File: src/rtl/score_digit_scanner.sv
// rtl/score_digit_scanner.sv - four-digit BCD score counter with scan select for the display mux
// Score saturates at 9999; a sticky flag marks reaching TARGET_BCD.
module score_digit_scanner #(
  parameter int          REFRESH_DIV = 100000,
  parameter logic [15:0] TARGET_BCD  = 16'h0010
) (
  input  logic       CLK,
  input  logic       RESET,
  input  logic       SCORE_INC,
  input  logic       SCORE_CLR,
  output logic [4:0] DIGIT0,
  output logic [4:0] DIGIT1,
  output logic [4:0] DIGIT2,
  output logic [4:0] DIGIT3,
  output logic [1:0] STROBE_SEL,
  output logic       TARGET_REACHED
);

  localparam int PW = (REFRESH_DIV > 1) ? $clog2(REFRESH_DIV) : 1;
  localparam logic [PW-1:0] PRESC_LAST = PW'(REFRESH_DIV - 1);

  logic [15:0]   score_q, score_d;
  logic          flag_q, flag_d;
  logic [PW-1:0] presc_q, presc_d;
  logic [1:0]    strobe_q, strobe_d;
  logic          carry;

  always_comb begin
    score_d = score_q;
    flag_d  = flag_q;
    carry   = 1'b0;
    if (SCORE_CLR) begin
      score_d = 16'h0000;
    end else if (SCORE_INC && score_q != 16'h9999) begin
      // Ripple the carry through all four digits in a single cycle.
      carry = 1'b1;
      for (int i = 0; i < 4; i++) begin
        if (carry) begin
          if (score_q[4*i +: 4] == 4'd9) begin
            score_d[4*i +: 4] = 4'd0;
          end else begin
            score_d[4*i +: 4] = score_q[4*i +: 4] + 4'd1;
            carry = 1'b0;
          end
        end
      end
    end
    // Packed BCD orders the same as its decimal value, so a plain compare works.
    if (SCORE_CLR) begin
      flag_d = 1'b0;
    end else begin
      flag_d = flag_q | (score_d >= TARGET_BCD);
    end
  end

  always_comb begin
    presc_d  = presc_q + PW'(1);
    strobe_d = strobe_q;
    if (presc_q == PRESC_LAST) begin
      presc_d  = '0;
      strobe_d = strobe_q + 2'd1;
    end
  end

  always_ff @(posedge CLK) begin
    if (RESET) begin
      score_q  <= 16'h0000;
      flag_q   <= 1'b0;
      presc_q  <= '0;
      strobe_q <= 2'b00;
    end else begin
      score_q  <= score_d;
      flag_q   <= flag_d;
      presc_q  <= presc_d;
      strobe_q <= strobe_d;
    end
  end

  assign DIGIT0         = {flag_q, score_q[3:0]};
  assign DIGIT1         = {1'b0, score_q[7:4]};
  assign DIGIT2         = {1'b0, score_q[11:8]};
  assign DIGIT3         = {1'b0, score_q[15:12]};
  assign STROBE_SEL     = strobe_q;
  assign TARGET_REACHED = flag_q;

endmodule

File: config.mk
export PLATFORM = sky130hd
export DESIGN_NAME = score_digit_scanner
export DESIGN_NICKNAME = d
export VERILOG_FILES = /design/src/rtl/score_digit_scanner.sv
export SDC_FILE = /design/constraint.sdc
export NUM_CORES = 1
export LEC_CHECK = 0
export ABC_AREA = 1
export ABC_CLOCK_PERIOD_IN_PS = 1800
export BUFFER_PORTS_ARGS = -buffer_cell sky130_fd_sc_hd__buf_2
export CAP_MARGIN = 15
export CORE_AREA = 2 2 64 66
export CTS_CLUSTER_SIZE = 30
export DETAILED_ROUTE_END_ITERATION = 8
export DIE_AREA = 0 0 66 68
export PLACE_DENSITY = 0.76
export SETUP_SLACK_MARGIN = 0.05
export SKIP_CTS_REPAIR_TIMING = 1
export SYNTH_ARGS = -nofsm -noshare
export SYNTH_HDL_FRONTEND = slang
export SYNTH_SLANG_ARGS = --single-unit
export TNS_END_PERCENT = 5
File: constraint.sdc
create_clock -name CLK -period 1.8 [get_ports CLK]
set_input_delay 0.18 -clock CLK [delete_from_list [all_inputs] [get_ports CLK]]
set_output_delay 0.18 -clock CLK [all_outputs]
set_load 0.01 [all_outputs]
== Word level (Yosys, flattened, before mapping) ==
Cells that the tools add are included.
W data, S select, Z words.

* Bits in registers: 36
* Input port bits: 4
* Output and inout bits: 23

* Add/subtract/negate cells: 6
* Magnitude comparators: 1
* Equality and inequality tests: 6
* Multiplexer cells: 20
* Bitwise logic cells: 1
* Reductions and logical operators: 3

{| class="wikitable"
|+ Operators by type and width
! kind !! number
|-
| $mux W16 || 2
|-
| $mux W4 || 7
|-
| $add A17 B1 Y17 const B || 1
|-
| $eq A17 B17 Y1 const B || 1
|-
| $add A4 B1 Y4 const B || 4
|-
| $eq A4 B4 Y1 const B || 4
|-
| $ge A16 B5 Y1 const B || 1
|-
| $ne A16 B16 Y1 const B || 1
|-
| $mux W1 || 11
|-
| $reduce_or A2 Y1 || 2
|-
| $add A2 B1 Y2 const B || 1
|-
| $logic_and A1 B1 Y1 || 1
|-
| $or A1 B1 Y1 || 1
|}

== Logic depth before layout (Yosys ltp) ==
Gate-level depths: netlist of the first run.

* Word-level depth: 15
* Mapped depth: 15
* Depth with buffers taken out: 15

== Least setup slack after synthesis of the first run ==
Ideal clock, no wire load.

* Path type: register to register
* From: register presc_q[0]
* To: register presc_q[16]
* Data arrival time: 1499 ps
* Required time: 1681 ps
* Slack: 182 ps
* Cell stages (with the launch flop): 9
* Clock period less this slack: 1618 ps
* Cells stage by stage: dfxtp_1 -> ha_1 -> nand3_1 -> nor3_2 -> and3_1 -> nand3b_1 -> or2_0 -> o21ai_0 -> a21oi_1

* Word-level cells in the longest chain between the ends: 2
* Elaborated cells on any way between the ends: 3
* Those cells by class: 1 x add/sub; 1 x eq/ne; 1 x reduce/logical

{| class="wikitable"
|+ RTL lines
! element !! line !! RTL
|-
| from (decl) || 24 || <nowiki>logic [PW-1:0] presc_q, presc_d;</nowiki>
|-
| from (signal assigned) || 74 || <nowiki>presc_q <= presc_d;</nowiki>
|-
| branches (longest 2 deep; another with $add A17 B1 Y17) || -- ||
|}

Parallel ways; which one is timed is not known.
A chain may end at the register's enable or synchronous reset.

== Worst setup path after layout of the first run ==
* From: register score_q[10]
* To: register flag_q, in the netlist TARGET_REACHED

* Word-level cells in the longest chain between the ends: 10
* Elaborated cells on any way between the ends: 15
* Those cells by class: 1 x add/sub; 1 x order compare; 2 x eq/ne; 9 x mux; 1 x bitwise; 1 x reduce/logical

{| class="wikitable"
|+ RTL lines
! element !! line !! RTL
|-
| from (decl) || 22 || <nowiki>logic [15:0] score_q, score_d;</nowiki>
|-
| from (signal assigned) || 72 || <nowiki>score_q <= score_d;</nowiki>
|-
| $eq A4 B4 Y1 || 39 || <nowiki>if (score_q[4*i +: 4] == 4'd9) begin</nowiki>
|-
| $mux W1 || 39 ||
|-
| $mux W1 || 38 || <nowiki>if (carry) begin</nowiki>
|-
| $mux W1 || 34 || <nowiki>end else if (SCORE_INC && score_q != 16'h9999) begin</nowiki>
|-
| $mux W1 || 32 || <nowiki>if (SCORE_CLR) begin</nowiki>
|-
| $mux W4 || 38 ||
|-
| $mux W16 (*) || 34 ||
|-
| $mux W16 (*) || 32 ||
|-
| $ge A16 B5 Y1 (*) || 52 || <nowiki>flag_d = flag_q | (score_d >= TARGET_BCD);</nowiki>
|-
| $or A1 B1 Y1 (*) || 52 ||
|-
| to (signal assigned) || 73 || <nowiki>flag_q <= flag_d;</nowiki>
|-
| to (decl) || 23 || <nowiki>logic flag_q, flag_d;</nowiki>
|}

Mark *: on every way between the ends. The rest lies on a longest branch, timed or not. The select of a mux whose other input is x is not followed.

==> flow_metrics.env, run 1 <==
export IMPL_fin_crit_sh_pct=95.1
export IMPL_grt_overflow=0
export IMPL_met2_length_microns=2640
export IMPL_root_buffer="clkbuf_8"
export IMPL_htreeDepth=2
export IMPL_seqPwrFrac_pct=54.7
export IMPL_internal_power_mw=1.12
export IMPL_fin_crit_ps=1710
export IMPL_status="completed"
export IMPL_rsz0062_at_grt="true"
export IMPL_power_mw=1.50
export IMPL_setup_ws_ps=89.0
export IMPL_antennaDiodeCount=0
export IMPL_yosysUniqueCellTypes=33
export IMPL_postSynthAreaPerCell_sq_um=6.45
export IMPL_setup_viol=0
export IMPL_ys_flop_type="dfxtp_1"
export IMPL_dieHeight_microns=68
export IMPL_clkTransAtPathRegs_ps=70
export IMPL_path_class="reg2reg"
export IMPL_syn_to_final_growth_pct=29.5
export IMPL_async_reset_ff_share_pct=0
export IMPL_fill_cells=312
export IMPL_max_freq_mhz=584
export IMPL_crit_arrival_ps=1890
export IMPL_crit_top_cell="nand2_1"
export IMPL_port_buffer_count=23
export IMPL_io_pins=27
export IMPL_grt_total_usage_pct=22.4
export IMPL_cp_data_required_time_ps=1980
export IMPL_max_cap_viol_count=0
export IMPL_crit_path_top_delay_cell="dfxtp_2"
export IMPL_crit_buf_inv=2
export IMPL_clkPwrFrac_pct=36.5
export IMPL_final_core_util_pct=69.5
export IMPL_cp_end_kind="flip-flop"
export IMPL_die_w_microns=66
export IMPL_p_sw_mw=0.379
export IMPL_initial_core_util_pct=53.7
export IMPL_wl_met1_microns=2200
export IMPL_top_layer_used="met4"
export IMPL_synth_warnings=0
export IMPL_place_congestion=0.870
export IMPL_drive_gt1_share_pct=32.4
export IMPL_nNetsFinal=379
export IMPL_core_sq_um=3860
export IMPL_power_density_nw_per_um2=560
export IMPL_synth_seq_cells=36
export IMPL_setup_tns_ps=0
export IMPL_cp_start_kind="flip-flop"
export IMPL_clock_path_buffers=2
export IMPL_combPwrFrac_pct=8.7
export IMPL_dp_hpwl_microns=3440
export IMPL_whs_path_depth=2
export IMPL_worstSkewPairLatency_ps=290
export IMPL_crit_chain="inv_2 -> nand2_4 -> nor2_4 -> nand2_4 -> nor2_4 -> nor2_4 -> buf_6 -> nand2_2 -> nand2_1 -> nand2_1 -> nand2_1 -> nor2_1 -> nand2_1 -> nor2_1 -> nor2_1"
export IMPL_path_max_fanout=5
export IMPL_critPathMaxStageDelay_ps=340
export IMPL_drtAntennaViolNets=0
export IMPL_hold_path_class="in2reg"
export IMPL_place_area_sq_um=2290
export IMPL_cts_buffers_inserted=5
export IMPL_path_delay_family="simple AND/OR/NAND/NOR gates"
export IMPL_routedWlPerCell_microns=12.5
export IMPL_crit_cells=15
export IMPL_antenna_found_initial=0
export IMPL_drt_iter0_drc=173
export IMPL_vias=2226
export IMPL_grt_pass1_vias=1813
export IMPL_dr_pass1_iters=4
export IMPL_drv_slew=0
export IMPL_synth_edff_count=0
export IMPL_synthCells=321
export IMPL_viasPerCell=5.25
export IMPL_drc=0
export IMPL_rr_worst_depth=15
export IMPL_fin_skew_ps=7.03
export IMPL_final_cell_area_sq_um=2680
export IMPL_clock_sinks=36
export IMPL_rows=23
export IMPL_grt_first_pass_wirelength_microns=7700
export IMPL_p_leak_nw=1.28
export IMPL_multiInputGateArea_sq_um=1280
export IMPL_peakVddDrop_uv=436
export IMPL_regArea_sq_um=739
export IMPL_wirelength_microns=5290
export IMPL_yosysSeqAreaShare_pct=34.8
export IMPL_place_ws_ps=26.8
export IMPL_wl_met3_microns=316
export IMPL_swShare_pct=25.3
export IMPL_finalHoldViolCount=0
export IMPL_die_area_sq_um=4490
export IMPL_synthesis_area_sq_um=2070
export IMPL_grt_max_degree=15
export IMPL_cts_tree="built"
## cell type report
| type | count | share of cell area, % |
|---|---|---|
| clock inverters | 1 | 0.187 |
| well taps | 50 | 2.33 |
| inverters | 43 | 6.12 |
| multi-input cells | 234 | 47.8 |
| flip-flops and latches | 36 | 27.6 |
| clock buffers | 6 | 2.71 |
| repair buffers | 54 | 13.3 |
## synth_stat cells, types with 2 or more instances
cell,n,area (sq um)
nor2_2,3,18.8
nand2_2,2,12.5
inv_1,37,139
buf_4,5,37.5
nor2_4,3,33.8
nor3_1,7,35.0
nor2_1,39,146
nand2_1,90,338
clkbuf_1,4,15.0
nor3_2,4,40.0
o21ai_0,11,55.1
nand3_1,27,135
nor4_1,4,25.0
nand2_4,2,22.5
inv_2,5,18.8
xor2_1,4,35.0
nand4_1,9,56.3
dfxtp_1,36,721
a21oi_1,15,75.1
## per-stage QoR
step | hold WS [ps] | std cells
2_1_floorplan | 258 | 323
3_3_place_gp | 429 | 398
3_5_place_dp | 437 | 398
4_1_cts | 213 | 405
5_1_grt | 222 | 424
6_report | 224 | 424
## cells in the final DEF (no fill, tap or decap), drive strengths merged
cell type,instances
nor2,46
nand3,28
clkinv,2
o21a,1
ha,1
dfxtp,36
a31oi,1
o21ai,11
inv,42
buf,54
xor2,4
conb,3
xnor2,1
nand4,9
nor3,11
clkbuf,6
nand3b,1
nor4,4
a21oi,15
nand2,94
or2,2
o22ai,1
and3,1
## metal layers
layer	up-vias	global-route usage, %
li1	1115	-
met1	1010	25.8
met2	86	40.5
met3	15	5.59
met4	0	7.91
met5	-	0
## state kept, by name (all words and copies together) (netlist names)
name,cells
STROBE_SEL,2
score_q,16
TARGET_REACHED,1
presc_q,17
## cells by family (layout without fill, tap and decap cells)
logic type | count (synthesis) | count (layout) | share of synthesized area (%)
buffers and inverters | 53 | 104 | 10.6
adders and majority gates | 1 | 1 | 0.604
AOI/OAI and AO/OA | 29 | 29 | 7.26
and+or+nand+nor | 196 | 196 | 44.4
DFF | 36 | 36 | 34.8
xor gates and xnor gates | 5 | 5 | 2.12
other | 1 | 3 | 0.181
## worst register-to-register path, delay by kind of cell, from the launching register on
kind                   cells  cell delay [ps]
AND/OR/NAND/NOR           13             1070
flip-flops                 1              340
buffers and inverters      2              210
## power groups by stage
stage / combinational [mW] / sequential [mW] / clock [mW]
after floorplan: 0.0794 / 0.838 / 0
after global placement: 0.105 / 0.835 / 0
after detailed placement: 0.106 / 0.835 / 0
after CTS: 0.106 / 0.817 / 0.562
after global routing: 0.147 / 0.823 / 0.597
final: 0.131 / 0.821 / 0.548
## path summary, 6_finish.rpt
path                     startpoint                        end  slack, ps
max          score_q[10]$_SDFF_PP0_  TARGET_REACHED$_SDFF_PP0_         90
min                           RESET      score_q[5]$_SDFF_PP0_        220
max reg2reg  score_q[10]$_SDFF_PP0_  TARGET_REACHED$_SDFF_PP0_         90
min reg2reg   presc_q[0]$_SDFF_PP0_      presc_q[0]$_SDFF_PP0_        460
Note: power is estimated with default switching activity, not from simulation.
==> run 2, diff against run 1 <==
--- a/config.mk
+++ b/config.mk
@@ -9,11 +9,12 @@
 export ABC_CLOCK_PERIOD_IN_PS = 1800
 export BUFFER_PORTS_ARGS = -buffer_cell sky130_fd_sc_hd__buf_2
 export CAP_MARGIN = 15
-export CORE_AREA = 2 2 64 66
-export CTS_CLUSTER_SIZE = 30
+export CORE_AREA = 2 2 53 79
+export CTS_CLUSTER_SIZE = 8
 export DETAILED_ROUTE_END_ITERATION = 8
-export DIE_AREA = 0 0 66 68
+export DIE_AREA = 0 0 55 81
 export PLACE_DENSITY = 0.76
+export RECOVER_POWER = 100
 export SETUP_SLACK_MARGIN = 0.05
 export SKIP_CTS_REPAIR_TIMING = 1
 export SYNTH_ARGS = -nofsm -noshare
==> run 2 against run 1 <==
Worst hold slack got worse by 14 ps. Global-route usage is 0.30 points higher. Design area down 3.6%. Sequential power is essentially flat. Core utilization fell by 2.5 points. Count of clock-buffer cells in the layout unchanged. Combinational power shrank 7%. Worst setup slack better by 5.8 ps. Flip-flop and latch count did not move. Cell count is 3.5% lower. Die area decreased by 0.74%. Largest cell class unchanged. Largest power group unchanged. Highest routed layer unchanged.
==> flow_metrics.env, run 2 (synthesis results as in run 1) <==
export IMPL_grt_first_pass_wirelength_microns=7320
export IMPL_placedCellCount=393
export IMPL_core_sq_um=3850
export IMPL_viasPerCell=5.33
export IMPL_nNetsFinal=368
export IMPL_rows=28
export IMPL_startpoint="presc_q[1]$_SDFF_PP0_"
export IMPL_seqPwrFrac_pct=49.7
export IMPL_cp_start_kind="flip-flop"
export IMPL_port_buffer_count=23
export IMPL_hold_path_class="in2reg"
export IMPL_routedWlPerCell_microns=13.0
export IMPL_fin_skew_ps=10.6
export IMPL_drc=0
export IMPL_power_density_nw_per_um2=638
export IMPL_swShare_pct=23.6
export IMPL_grt_total_usage_pct=22.7
export IMPL_finalHoldViolCount=0
export IMPL_max_freq_mhz=586
export IMPL_fin_cells=409
export IMPL_die_area_sq_um=4460
export IMPL_power_mw=1.65
export IMPL_combPwrFrac_pct=7.4
export IMPL_cp_end_kind="flip-flop"
export IMPL_clock_path_buffers=2
export IMPL_root_buffer="clkbuf_8"
export IMPL_grt_pass1_vias=1841
export IMPL_max_cap_viol_count=0
export IMPL_antennaDiodeCount=0
export IMPL_antenna_found_initial=0
export IMPL_final_cell_area_sq_um=2580
export IMPL_cp_data_required_time_ps=1990
export IMPL_dr_pass1_iters=4
export IMPL_dp_hpwl_microns=3650
export IMPL_syn_to_final_growth_pct=24.8
export IMPL_initial_core_util_pct=53.7
export IMPL_htreeDepth=2
export IMPL_final_cell_mix="nand2_1, nor2_1, inv_1"
export IMPL_fin_crit_sh_pct=94.7
export IMPL_internal_power_mw=1.26
export IMPL_final_core_util_pct=67.0
export IMPL_drt_iter0_drc=52
export IMPL_place_area_sq_um=2280
export IMPL_peakVddDrop_uv=577
export IMPL_top_register="presc_q"
export IMPL_drv_slew=0
export IMPL_largest_register_ffs=17
export IMPL_regToRegEndpoint="presc_q[16]$_SDFF_PP0_"
export IMPL_rrSetupSlack_ps=90
export IMPL_clkTransAtPathRegs_ps=80
export IMPL_setup_viol=0
export IMPL_rsz0062_at_grt="true"
export IMPL_worstSetupEndpoint="presc_q[16]$_SDFF_PP0_"
export IMPL_die_w_microns=55
export IMPL_final_common_cell="nand2_1"
export IMPL_p_sw_mw=0.389
export IMPL_drive_gt1_share_pct=27.7
export IMPL_vias=2180
export IMPL_clkPwrFrac_pct=42.9
export IMPL_place_congestion=0.863
export IMPL_cts_buffers_inserted=5
export IMPL_crit_arrival_ps=1900
export IMPL_r2r_start="presc_q[1]$_SDFF_PP0_"
export IMPL_rr_worst_depth=8
export IMPL_path_max_fanout=3
export IMPL_p_leak_nw=1.20
export IMPL_whs_ps=210
export IMPL_dieHeight_microns=81
export IMPL_fill_cells=340
export IMPL_status="completed"
export IMPL_path_class="reg2reg"
export IMPL_clock_sinks=36
export IMPL_grt_overflow=0
export IMPL_io_pins=27
export IMPL_grt_max_degree=15
export IMPL_wirelength_microns=5300
export IMPL_cts_tree="built"
export IMPL_fin_crit_ps=1710
export IMPL_worstSkewPairLatency_ps=290
export IMPL_drtAntennaViolNets=0
run 2: cell types whose count changed in the layout (fill, tap and decap cells not counted), moves of 5 or more:
cell,change
nand2_2,-6
nand2_1,+6
buf_2,-5
clkbuf_1,+6
buf_4,-11
run 2: area by class of cell:
class / count / area, sq um / area share [%]
inverters: 43 / 164 / 6.34
clock buffers: 6 / 72.6 / 2.81
clock inverters: 2 / 35.0 / 1.36
repair buffers: 42 / 248 / 9.59
well taps: 45 / 56.3 / 2.18
multi-input cells: 235 / 1260 / 48.9
flip-flops and latches: 36 / 744 / 28.8
run 2: power groups by stage:
stage               Sequential, mW  Combinational, mW  Clock [mW]
detailed placement           0.836              0.106           0
global route                 0.819              0.138       0.753
finish                       0.819              0.122       0.708
global placement             0.835              0.104           0
floorplan                    0.838             0.0794           0
CTS                          0.817              0.107       0.723
run 2: critical path, cell delays in order (launching register included):
cell and delay [ps]:
dfxtp_1 400, ha_4 170, nand3_2 130, nor3_4 210
and3_4 210, nand3b_1 80, or2_0 230, o21ai_1 130
a21oi_1 50
run 2: metrics by stage:
stage | setup WS (ps) | setup TNS (ps)
CTS | 40.2 | 0
global route | -60.5 | -60.5
detailed placement | 52.8 | 0
global placement | 85.8 | 0
floorplan | 182 | 0
finish | 94.8 | 0
run 2: worst min path at each step:
| stage | startpoint | end | slack (ps) | cells after the start |
|---|---|---|---|---|
| 2_1_floorplan | RESET | score_q[8]$_SDFF_PP0_ | 260 | 1 |
| 3_5_place_dp | presc_q[0]$_SDFF_PP0_ | presc_q[0]$_SDFF_PP0_ | 440 | 1 |
| 6_report | RESET | score_q[14]$_SDFF_PP0_ | 210 | 2 |
| 4_1_cts | RESET | score_q[6]$_SDFF_PP0_ | 210 | 2 |
| 5_1_grt | RESET | score_q[4]$_SDFF_PP0_ | 220 | 2 |
| 3_3_place_gp | presc_q[0]$_SDFF_PP0_ | presc_q[0]$_SDFF_PP0_ | 430 | 1 |
run 2: routing by layer:
metal  wire, microns  part of all wire [%]  up-vias  track usage (%)
met1            1940                    37     1002             20.8
li1                -                     -     1105                -
met2            3000                    57       57             42.9
met4             155                   2.9        0             13.2
met5               0                     0        -                0
met3             201                   3.8       16             4.78
==> run 3, diff against run 2 <==
--- a/config.mk
+++ b/config.mk
@@ -13,6 +13,7 @@
 export CTS_CLUSTER_SIZE = 8
 export DETAILED_ROUTE_END_ITERATION = 8
 export DIE_AREA = 0 0 55 81
+export MAX_ROUTING_LAYER = met4
 export PLACE_DENSITY = 0.76
 export RECOVER_POWER = 100
 export SETUP_SLACK_MARGIN = 0.05
==> run 3 against run 2 <==
Register-to-register slack is essentially flat. Sequential power is essentially flat. Critical path type unchanged. Non-clock buffer count is the same. Flip-flop and latch count is the same. Combinational power is essentially flat. Wire length is essentially flat. Worst hold slack is essentially flat. Critical path depth is the same.
==> flow_metrics.env, run 3 (synthesis results as in run 1) <==
export IMPL_wirelength_microns=5300
export IMPL_crit_chain="ha_4 -> nand3_2 -> nor3_4 -> and3_4 -> nand3b_1 -> or2_0 -> o21ai_1 -> a21oi_1"
export IMPL_syn_to_final_growth_pct=24.8
export IMPL_power_density_nw_per_um2=638
export IMPL_grt_first_pass_wirelength_microns=7320
export IMPL_path_class="reg2reg"
export IMPL_dp_hpwl_microns=3650
export IMPL_rrSetupSlack_ps=90
export IMPL_rows=28
export IMPL_final_cell_mix="nand2_1, nor2_1, inv_1"
export IMPL_place_congestion=0.877
export IMPL_peakVddDrop_uv=577
export IMPL_crit_buf_inv=0
export IMPL_final_common_cell="nand2_1"
export IMPL_drt_iter0_drc=58
export IMPL_worstSkewPairLatency_ps=290
export IMPL_clock_sinks=36
export IMPL_path_max_fanout=3
export IMPL_routedWlPerCell_microns=13.0
export IMPL_regToRegEndpoint="presc_q[16]$_SDFF_PP0_"
export IMPL_hold_path_endpoint="score_q[13]$_SDFF_PP0_"
export IMPL_max_freq_mhz=585
export IMPL_grt_overflow=0
export IMPL_r2r_start="presc_q[1]$_SDFF_PP0_"
export IMPL_root_buffer="clkbuf_8"
export IMPL_initial_core_util_pct=53.7
export IMPL_cp_start_kind="flip-flop"
export IMPL_crit_path_top_delay_cell="dfxtp_1"
export IMPL_cp_end_kind="flip-flop"
export IMPL_grt_max_degree=15
export IMPL_drtAntennaViolNets=0
export IMPL_path_delay_family="simple AND/OR/NAND/NOR gates"
export IMPL_die_w_microns=55
export IMPL_top_register="presc_q"
export IMPL_fin_skew_ps=10.5
export IMPL_viasPerCell=5.37
export IMPL_whs_path_depth=2
export IMPL_port_buffer_count=23
export IMPL_status="completed"
export IMPL_nNetsFinal=368
export IMPL_max_cap_viol_count=0
export IMPL_die_area_sq_um=4460
export IMPL_clock_path_buffers=2
export IMPL_crit_arrival_ps=1900
export IMPL_p_leak_nw=1.20
export IMPL_dieHeight_microns=81
export IMPL_grt_total_usage_pct=23.3
export IMPL_cp_data_required_time_ps=1990
export IMPL_fin_crit_ps=1710
export IMPL_setup_tns_ps=0
export IMPL_setup_viol=0
export IMPL_drv_slew=0
export IMPL_power_mw=1.65
export IMPL_dr_pass1_iters=4
export IMPL_antenna_found_initial=0
export IMPL_grt_pass1_vias=1837
export IMPL_finalHoldViolCount=0
export IMPL_rsz0062_at_grt="true"
export IMPL_worstHoldStart="RESET"
export IMPL_io_pins=27
export IMPL_drc=0
export IMPL_final_core_util_pct=67.0
export IMPL_largest_register_ffs=17
export IMPL_critPathMaxStageDelay_ps=400
export IMPL_vias=2196
export IMPL_hold_path_class="in2reg"
export IMPL_cts_buffers_inserted=5
export IMPL_clkTransAtPathRegs_ps=80
export IMPL_htreeDepth=2
export IMPL_rr_worst_depth=8
export IMPL_fin_crit_sh_pct=94.9
export IMPL_antennaDiodeCount=0
export IMPL_whs_ps=210
export IMPL_drive_gt1_share_pct=27.7
export IMPL_core_sq_um=3850
export IMPL_cts_tree="built"
## run 3: final cells by class
class,instances,area [sq um]
Clock buffer,6,72.6
Clock inverter,2,35.0
Timing Repair Buffer,42,248
Fill cell,340,1270
Tap cell,45,56.3
Sequential cell,36,744
Inverter,43,164
Multi-Input combinational cell,235,1260
## run 3: worst register-to-register path: cells and delay by family, from the launching register on
family	cells	cell delay [ps]
and+or+nand+nor	5	860
AOI/OAI and AO/OA	2	190
adders and majority gates	1	170
DFF	1	400
## run 3: worst max-delay path by stage
stage	from	endpoint	slack, ps	cells after the start
floorplan	presc_q[0]$_SDFF_PP0_	presc_q[16]$_SDFF_PP0_	180	8
global route	score_q[5]$_SDFF_PP0_	TARGET_REACHED$_SDFF_PP0_	-60	14
CTS	score_q[7]$_SDFF_PP0_	TARGET_REACHED$_SDFF_PP0_	40	13
global placement	score_q[0]$_SDFF_PP0_	TARGET_REACHED$_SDFF_PP0_	90	13
finish	presc_q[1]$_SDFF_PP0_	presc_q[16]$_SDFF_PP0_	90	8
detailed placement	score_q[7]$_SDFF_PP0_	TARGET_REACHED$_SDFF_PP0_	50	13
## run 3: power by group
group | leakage [nW] | switching (mW) | total, mW | internal [mW]
clock | 0.0552 | 0.296 | 0.707 | 0.411
sequential | 0.298 | 0.0138 | 0.819 | 0.805
combinational | 0.851 | 0.0785 | 0.122 | 0.0433
## run 3: metrics by stage
step | setup WS [ps] | cells | instance area, sq um
CTS | 40.2 | 401 | 2390
floorplan | 182 | 323 | 2080
global placement | 85.8 | 393 | 2280
finish | 91.0 | 409 | 2580
detailed placement | 52.8 | 393 | 2280
global route | -60.4 | 409 | 2580
## run 3: metal layers
metal	up-vias	GRT usage (%)	wire [microns]
met1	1008	20.8	1970
met5	-	-	0
li1	1106	-	-
met3	19	4.78	199
met2	63	42.9	2950
met4	0	13.2	184
